## config.mk

```make
export PLATFORM = sky130hd
export DESIGN_NAME = music_rom_player_flat
export DESIGN_NICKNAME = d
export VERILOG_FILES = /design/src/rtl/music_rom_player_pkg.sv /design/src/rtl/music_rom_player_if.sv /design/src/rtl/music_rom_player_beat_counter.sv /design/src/rtl/music_rom_player.sv /design/src/flat_wrapper.sv
export SDC_FILE = /design/constraint.sdc
export NUM_CORES = 1
export LEC_CHECK = 0
export ABC_AREA = 1
export BUFFER_PORTS_ARGS = -buffer_cell sky130_fd_sc_hd__buf_4
export CAP_MARGIN = 15
export CORE_UTILIZATION = 60
export DETAILED_ROUTE_END_ITERATION = 10
export PLACE_DENSITY = 0.81
export RECOVER_POWER = 25
export SYNTH_ARGS = -nofsm -noshare
export SYNTH_HDL_FRONTEND = slang
export SYNTH_SLANG_ARGS = --single-unit
```

## constraint.sdc

```tcl
create_clock -name clk -period 2.6 [get_ports clk]
set_input_delay 0.13 -clock clk [delete_from_list [all_inputs] [get_ports clk]]
set_output_delay 0.13 -clock clk [all_outputs]
set_load 0.1 [all_outputs]
```

## src/rtl/music_rom_player_pkg.sv

```systemverilog
// ============================================================================
// music_pkg
//   State encoding, note constants and song ranges for the ROM song player.
//   Revision: 1.0  initial release
// ============================================================================
`default_nettype none

package music_pkg;

   localparam int DEF_ADDR_W = 10;
   localparam int DEF_NOTE_W = 8;

   localparam int NOTE_REST = 0;

   // Song ranges, shared with the song state controller
   localparam int SONG_A_START = 0;
   localparam int SONG_A_END   = 138;
   localparam int SONG_B_START = 139;
   localparam int SONG_B_END   = 335;

   typedef enum logic [2:0] {
      ST_IDLE  = 3'd0,
      ST_FETCH = 3'd1,
      ST_WAIT  = 3'd2,
      ST_PLAY  = 3'd3,
      ST_DONE  = 3'd4
   } state_e;

endpackage

`default_nettype wire

```

## src/rtl/music_rom_player_if.sv

```systemverilog
// ============================================================================
// music_rom_player_if
//   Song range, ROM port and tone-generator outputs of the ROM song player.
//   Revision: 1.0  initial release
// ============================================================================
`default_nettype none

interface music_rom_player_if #(
   parameter int ADDR_W = music_pkg::DEF_ADDR_W,
   parameter int NOTE_W = music_pkg::DEF_NOTE_W
);
   logic [ADDR_W-1:0] start_addr;
   logic [ADDR_W-1:0] end_addr;
   logic [NOTE_W-1:0] rom_data;
   logic [ADDR_W-1:0] rom_addr;
   logic [NOTE_W-1:0] note;
   logic              beat_pulse;
   logic              song_wrap;
   logic              busy;

   modport slave (
      input  start_addr, end_addr, rom_data,
      output rom_addr, note, beat_pulse, song_wrap, busy
   );

   modport master (
      output start_addr, end_addr, rom_data,
      input  rom_addr, note, beat_pulse, song_wrap, busy
   );
endinterface

`default_nettype wire

```

## src/rtl/music_rom_player_beat_counter.sv

```systemverilog
// ============================================================================
// beat_counter
//   Loadable down-counter timing one beat; zero flags the last cycle of a beat.
//   Revision: 1.0  initial release
// ============================================================================
`default_nettype none

module beat_counter #(
   parameter int BEAT_DIV = 12500000,
   parameter int CNT_W    = 24
) (
   input  wire  clk,
   input  wire  rst_n,
   input  wire  load,
   input  wire  dec,
   output logic zero
);
   localparam logic [CNT_W-1:0] LOAD_VAL = CNT_W'(BEAT_DIV - 1);

   logic [CNT_W-1:0] cnt_q, cnt_d;

   always_comb begin
      cnt_d = cnt_q;
      if (load) begin
         cnt_d = LOAD_VAL;
      end else if (dec && (cnt_q != '0)) begin
         cnt_d = cnt_q - CNT_W'(1);
      end
   end

   always_ff @(posedge clk or negedge rst_n) begin
      if (!rst_n) begin
         cnt_q <= '0;
      end else begin
         cnt_q <= cnt_d;
      end
   end

   assign zero = (cnt_q == '0);

endmodule

`default_nettype wire

```

## src/rtl/music_rom_player.sv

```systemverilog
// ============================================================================
// music_rom_player
//   Walks the note ROM over the selected song range, one entry per beat.
//   MUSIC_PLAYER_LOOP_EN: defined = wrap to start forever, undefined = stop.
//   Revision: 1.0  initial release
// ============================================================================
`default_nettype none

module music_rom_player
   import music_pkg::*;
#(
   parameter int ADDR_W   = DEF_ADDR_W,
   parameter int NOTE_W   = DEF_NOTE_W,
   parameter int BEAT_DIV = 12500000,
   parameter int CNT_W    = 24
) (
   input wire               clk,
   input wire               rst_n,
   music_rom_player_if.slave bus
);
   state_e            state_q, state_d;
   logic [ADDR_W-1:0] rom_addr_q, rom_addr_d;
   logic [ADDR_W-1:0] s_lat_q, s_lat_d;
   logic [ADDR_W-1:0] e_lat_q, e_lat_d;
   logic [NOTE_W-1:0] note_q, note_d;
   logic              beat_pulse_q, beat_pulse_d;
   logic              song_wrap_q, song_wrap_d;
   logic              busy_q, busy_d;
   logic              cnt_load, cnt_dec, cnt_zero, range_chg;

   beat_counter #(
      .BEAT_DIV (BEAT_DIV),
      .CNT_W    (CNT_W)
   ) u_beat_counter (
      .clk   (clk),
      .rst_n (rst_n),
      .load  (cnt_load),
      .dec   (cnt_dec),
      .zero  (cnt_zero)
   );

   assign range_chg = (bus.start_addr != s_lat_q) || (bus.end_addr != e_lat_q);

   always_comb begin
      state_d      = state_q;
      rom_addr_d   = rom_addr_q;
      s_lat_d      = s_lat_q;
      e_lat_d      = e_lat_q;
      note_d       = note_q;
      beat_pulse_d = 1'b0;
      song_wrap_d  = 1'b0;
      cnt_load     = 1'b0;
      cnt_dec      = 1'b0;

      // A new range aborts whatever is in flight, including a pending wrap
      if ((state_q != ST_IDLE) && range_chg) begin
         state_d = ST_IDLE;
      end else begin
         case (state_q)
            ST_IDLE: begin
               s_lat_d    = bus.start_addr;
               e_lat_d    = bus.end_addr;
               rom_addr_d = bus.start_addr;
               if (bus.start_addr <= bus.end_addr) begin
                  state_d = ST_FETCH;
               end else begin
                  note_d = NOTE_W'(NOTE_REST);
               end
            end
            ST_FETCH: state_d = ST_WAIT;
            ST_WAIT: begin
               note_d       = bus.rom_data;
               beat_pulse_d = 1'b1;
               cnt_load     = 1'b1;
               state_d      = ST_PLAY;
            end
            ST_PLAY: begin
               cnt_dec = 1'b1;
               if (cnt_zero) begin
                  if (rom_addr_q == e_lat_q) begin
                     song_wrap_d = 1'b1;
`ifdef MUSIC_PLAYER_LOOP_EN
                     rom_addr_d  = s_lat_q;
                     state_d     = ST_FETCH;
`else
                     note_d      = NOTE_W'(NOTE_REST);
                     state_d     = ST_DONE;
`endif
                  end else begin
                     rom_addr_d = rom_addr_q + ADDR_W'(1);
                     state_d    = ST_FETCH;
                  end
               end
            end
            ST_DONE:  note_d  = NOTE_W'(NOTE_REST);
            default:  state_d = ST_IDLE;
         endcase
      end

      busy_d = (state_d == ST_FETCH) || (state_d == ST_WAIT) || (state_d == ST_PLAY);
   end

   always_ff @(posedge clk or negedge rst_n) begin
      if (!rst_n) begin
         state_q      <= ST_IDLE;
         rom_addr_q   <= '0;
         s_lat_q      <= '0;
         e_lat_q      <= '0;
         note_q       <= '0;
         beat_pulse_q <= 1'b0;
         song_wrap_q  <= 1'b0;
         busy_q       <= 1'b0;
      end else begin
         state_q      <= state_d;
         rom_addr_q   <= rom_addr_d;
         s_lat_q      <= s_lat_d;
         e_lat_q      <= e_lat_d;
         note_q       <= note_d;
         beat_pulse_q <= beat_pulse_d;
         song_wrap_q  <= song_wrap_d;
         busy_q       <= busy_d;
      end
   end

   assign bus.rom_addr   = rom_addr_q;
   assign bus.note       = note_q;
   assign bus.beat_pulse = beat_pulse_q;
   assign bus.song_wrap  = song_wrap_q;
   assign bus.busy       = busy_q;

endmodule

`default_nettype wire

```

## src/flat_wrapper.sv

```systemverilog
// flat-port wrapper written by rule: the top's interface ports become plain ports
module music_rom_player_flat import music_pkg::*;
#(
   parameter int ADDR_W   = DEF_ADDR_W,
   parameter int NOTE_W   = DEF_NOTE_W,
   parameter int BEAT_DIV = 12500000,
   parameter int CNT_W    = 24
)
  (clk, rst_n, bus_start_addr, bus_end_addr, bus_rom_data, bus_rom_addr, bus_note, bus_beat_pulse, bus_song_wrap, bus_busy);
  music_rom_player_if #(.ADDR_W(ADDR_W), .NOTE_W(NOTE_W)) bus_i ();
  input wire clk;
  input wire rst_n;
  input wire logic [$bits(bus_i.start_addr)-1:0] bus_start_addr;
  input wire logic [$bits(bus_i.end_addr)-1:0] bus_end_addr;
  input wire logic [$bits(bus_i.rom_data)-1:0] bus_rom_data;
  output wire logic [$bits(bus_i.rom_addr)-1:0] bus_rom_addr;
  output wire logic [$bits(bus_i.note)-1:0] bus_note;
  output wire logic [$bits(bus_i.beat_pulse)-1:0] bus_beat_pulse;
  output wire logic [$bits(bus_i.song_wrap)-1:0] bus_song_wrap;
  output wire logic [$bits(bus_i.busy)-1:0] bus_busy;
  assign bus_i.start_addr = bus_start_addr;
  assign bus_i.end_addr = bus_end_addr;
  assign bus_i.rom_data = bus_rom_data;
  assign bus_rom_addr = bus_i.rom_addr;
  assign bus_note = bus_i.note;
  assign bus_beat_pulse = bus_i.beat_pulse;
  assign bus_song_wrap = bus_i.song_wrap;
  assign bus_busy = bus_i.busy;
  music_rom_player #(.ADDR_W(ADDR_W), .NOTE_W(NOTE_W), .BEAT_DIV(BEAT_DIV), .CNT_W(CNT_W)) u_core (.clk(clk), .rst_n(rst_n), .bus(bus_i));
endmodule
```

==> results.tsv <==
metric	value	unit
run_status	complete, but fails checks	
violations	negative hold slack, max-capacitance violations, max-slew violations	
r2r_setup_slack	490	ps
worstMarginPinSlew	1673	ps
hold_violations	1	
synth_area	0.004558	mm²
detailed_place_hpwl	8.079	mm
htree_levels	3	
critPathKind	flip-flop to flip-flop	
grt_pass1_vias	3870	
r2r-start	u_core.u_beat_counter.cnt_q[20]	
ys_ff_latch	68	
multi_input_area	0.002472	mm²
most-common-layout-cells	nand2_1, nor2_1, inv_1	
crit_required	2840	ps
totalWireLength	11.01	mm
p_switching	2.069	mW
synthCells	666	
fmax	0.4735	GHz
gp_routability_congestion	0.9302	
maxSlewViolCount	69	
crit_path_max_fanout	20	
grt-ovfl-total	0	
ys_types	37	
crit_start	u_core.u_beat_counter.cnt_q[20]	
crit_end	u_core.bus.rom_addr[6]	
seq_power_share	34.8	%
clkPwrFrac	22.2	%
fillers	614	
die_x	89.16	µm
drv_cap	1	
antenna_found_initial	0	
core	0.007292	mm²
combPwrFrac	43.0	%
cts_tree	built	
n_antenna_cell	0	
power_leakage	2.873	nW
start_util	62.51	%
timing.setup.tns	0	ps
cts-buffers-inserted	9	
grt_pass1_wl	18.11	mm
grt_setup_unrepaired	no	
p_int	2.318	mW
yosys_warnings	0	
grtUsageTotal	30.06	%
rr_worst_depth	10	
cp-start-kind	flip-flop	
p_total	4.387	mW
ios	51	
vias	4426	
fin_crit_sh	81.23	%
numClockSinks	68	
die_h	89.16	µm
ant_nets	0	
final_common_cell	nand2_1	
path_clk_slew	80	ps
slew_headroom	-11.56	%
syn_avg_cell_area	6.844	µm²
cp-end-kind	flip-flop	
grt_start_max_net_pins	69	
netSwitchingFraction	47.16	%
hold_class	input pin to flip-flop	
cts-root-buf	clkbuf_8	
dieArea	0.007950	mm²
setup_violations	0	
peakVddDrop	0.4574	mV
period_needed	2112	ps
drt_first_pass_iters	5	
power_density	844.2	mW/mm²
io_buffers	50	
clockBufferDepth	2	
fin_skew	9.967	ps
vias_per_cell	5.391	
synth-seq-area-share	37.33	%
cp.arrival	2350	ps
reg2reg_to	u_core.bus.rom_addr[6]	
synthesis.nets	709	
final_nets	761	
areaGrowthSynthToFinish	14.00	%
wl_per_cell	13.41	µm
drcViolationCount	0	
drtIter0Drc	392	
drive_gt1_share	14.13	%
seq_area	0.001702	mm²
rows	31	
worstSkewPairLatency	350	ps
timing.hold.ws	-0.1364	ps
postCtsSetupRepairBufs	0	
-- worst min path at each step --
stage | slack (ps) | depth (start not counted) | endpoint | from
6_report | -0.1 | 3 | u_core.e_lat_q[3] | bus_end_addr[3]
5_1_grt | 20 | 3 | u_core.e_lat_q[3] | bus_end_addr[3]
4_1_cts | 0.9 | 3 | u_core.e_lat_q[3] | bus_end_addr[3]
3_5_place_dp | 300 | 1 | u_core.bus.rom_addr[2] | rst_n
3_3_place_gp | 290 | 1 | u_core.bus.rom_addr[2] | rst_n
2_1_floorplan | -170 | 0 | u_core.bus.beat_pulse | rst_n
-- per-stage QoR --
step	utilization (%)	worst slack (ps)	hold slack, ps	area (µm²)	instances
2_1_floorplan	-	379.6	-165.6	4558	666
3_3_place_gp	68.57	591.3	292.7	5000	805
3_5_place_dp	68.57	531.8	295.4	5000	805
4_1_cts	71.65	507.2	0.9329	5225	821
5_1_grt	71.26	263.0	19.61	5196	821
6_report	71.26	487.9	-0.1364	5196	821
-- cell type report --
type,count,share of cell area [%]
repair buffers,52,7.007
flip-flops and latches,68,32.75
inverters,85,6.140
well taps,99,2.384
clock inverters,4,1.421
clock buffers,11,2.721
multi-input cells,502,47.58
-- per-layer routing --
metal  up-vias  part of all wire, %  wire (µm)  global-route usage, %
met5         -                    0          0                      0
li1       2201                    -          -                      -
met1      2020                   46       5017                  42.97
met4         0                  1.3        140                  8.658
met2       191                   44       4898                  46.29
met3        14                  8.6        951                  6.002
-- what timing repair did --
action / 4_1_cts / 5_1_grt
hold buffers: 1 / 0
hold endpoints to repair: 68 / 0
resized for setup: 0 / 0
-- synth_stat cells --
cell | n | area (µm²)
or2_1 | 1 | 6.260
buf_1 | 1 | 3.750
buf_6 | 2 | 22.52
dfrtp_1 | 68 | 1702
nand3b_1 | 4 | 30.03
o21bai_1 | 1 | 7.510
nor3_1 | 5 | 25.02
a21oi_4 | 1 | 16.27
and2_1 | 2 | 12.51
inv_2 | 16 | 60.06
nor2_1 | 73 | 274.0
o31ai_1 | 2 | 15.01
nor4_1 | 3 | 18.77
a21oi_1 | 10 | 50.05
nor2b_1 | 1 | 6.260
o21ai_0 | 33 | 165.2
nand2_4 | 3 | 33.78
ha_1 | 13 | 162.7
o211ai_2 | 1 | 12.51
a21o_1 | 1 | 7.510
xor2_1 | 11 | 96.34
nand3_1 | 45 | 225.2
nor2_4 | 7 | 78.83
o21ai_2 | 1 | 8.760
nand4_1 | 16 | 100.1
nand3_2 | 1 | 10.01
xnor2_1 | 13 | 113.9
o21ai_1 | 3 | 15.01
buf_4 | 1 | 7.510
or2_2 | 1 | 6.260
nand2_2 | 6 | 37.54
nor2_2 | 6 | 37.54
buf_2 | 4 | 20.02
inv_1 | 69 | 259.0
nor3_2 | 1 | 10.01
clkbuf_1 | 3 | 11.26
nand2_1 | 237 | 889.6
-- sequential cells by signal, summed over array words and instances (netlist names) --
name / count
u_core.u_beat_counter.cnt_q: 24
u_core.bus.rom_addr: 10
u_core.e_lat_q: 10
u_core.s_lat_q: 10
u_core.bus.note: 8
u_core.state_q: 3
u_core.bus.beat_pulse: 1
u_core.bus.busy: 1
u_core.bus.song_wrap: 1
-- critical path: stages (launching register included) --
cell and delay, ps:
dfrtp_1 460, nor2_1 260, nand2_1 90, nor2_1 140, nand3_2 150, nand2_2 100
inv_2 70, a21oi_4 440, nand2_4 160, nand2_1 100, nand2_1 50
-- cell families after synthesis --
logic type	count (synthesis)	share of synthesized area, %
buf+inv	96	8.427
flops	68	37.33
fa+ha+maj	13	3.569
xor+xnor	24	4.612
compound gates	53	6.533
simple gates	412	39.53
-- power groups by stage --
stage	Sequential [mW]	Clock [mW]	Combinational, mW
after floorplan	2.08	0	0.898
after global placement	1.52	0	1.84
after detailed placement	1.53	0	1.88
after CTS	1.52	0.980	1.89
after global routing	1.56	1.03	2.07
final	1.53	0.973	1.89
Note: power is estimated with default switching activity, not from simulation.
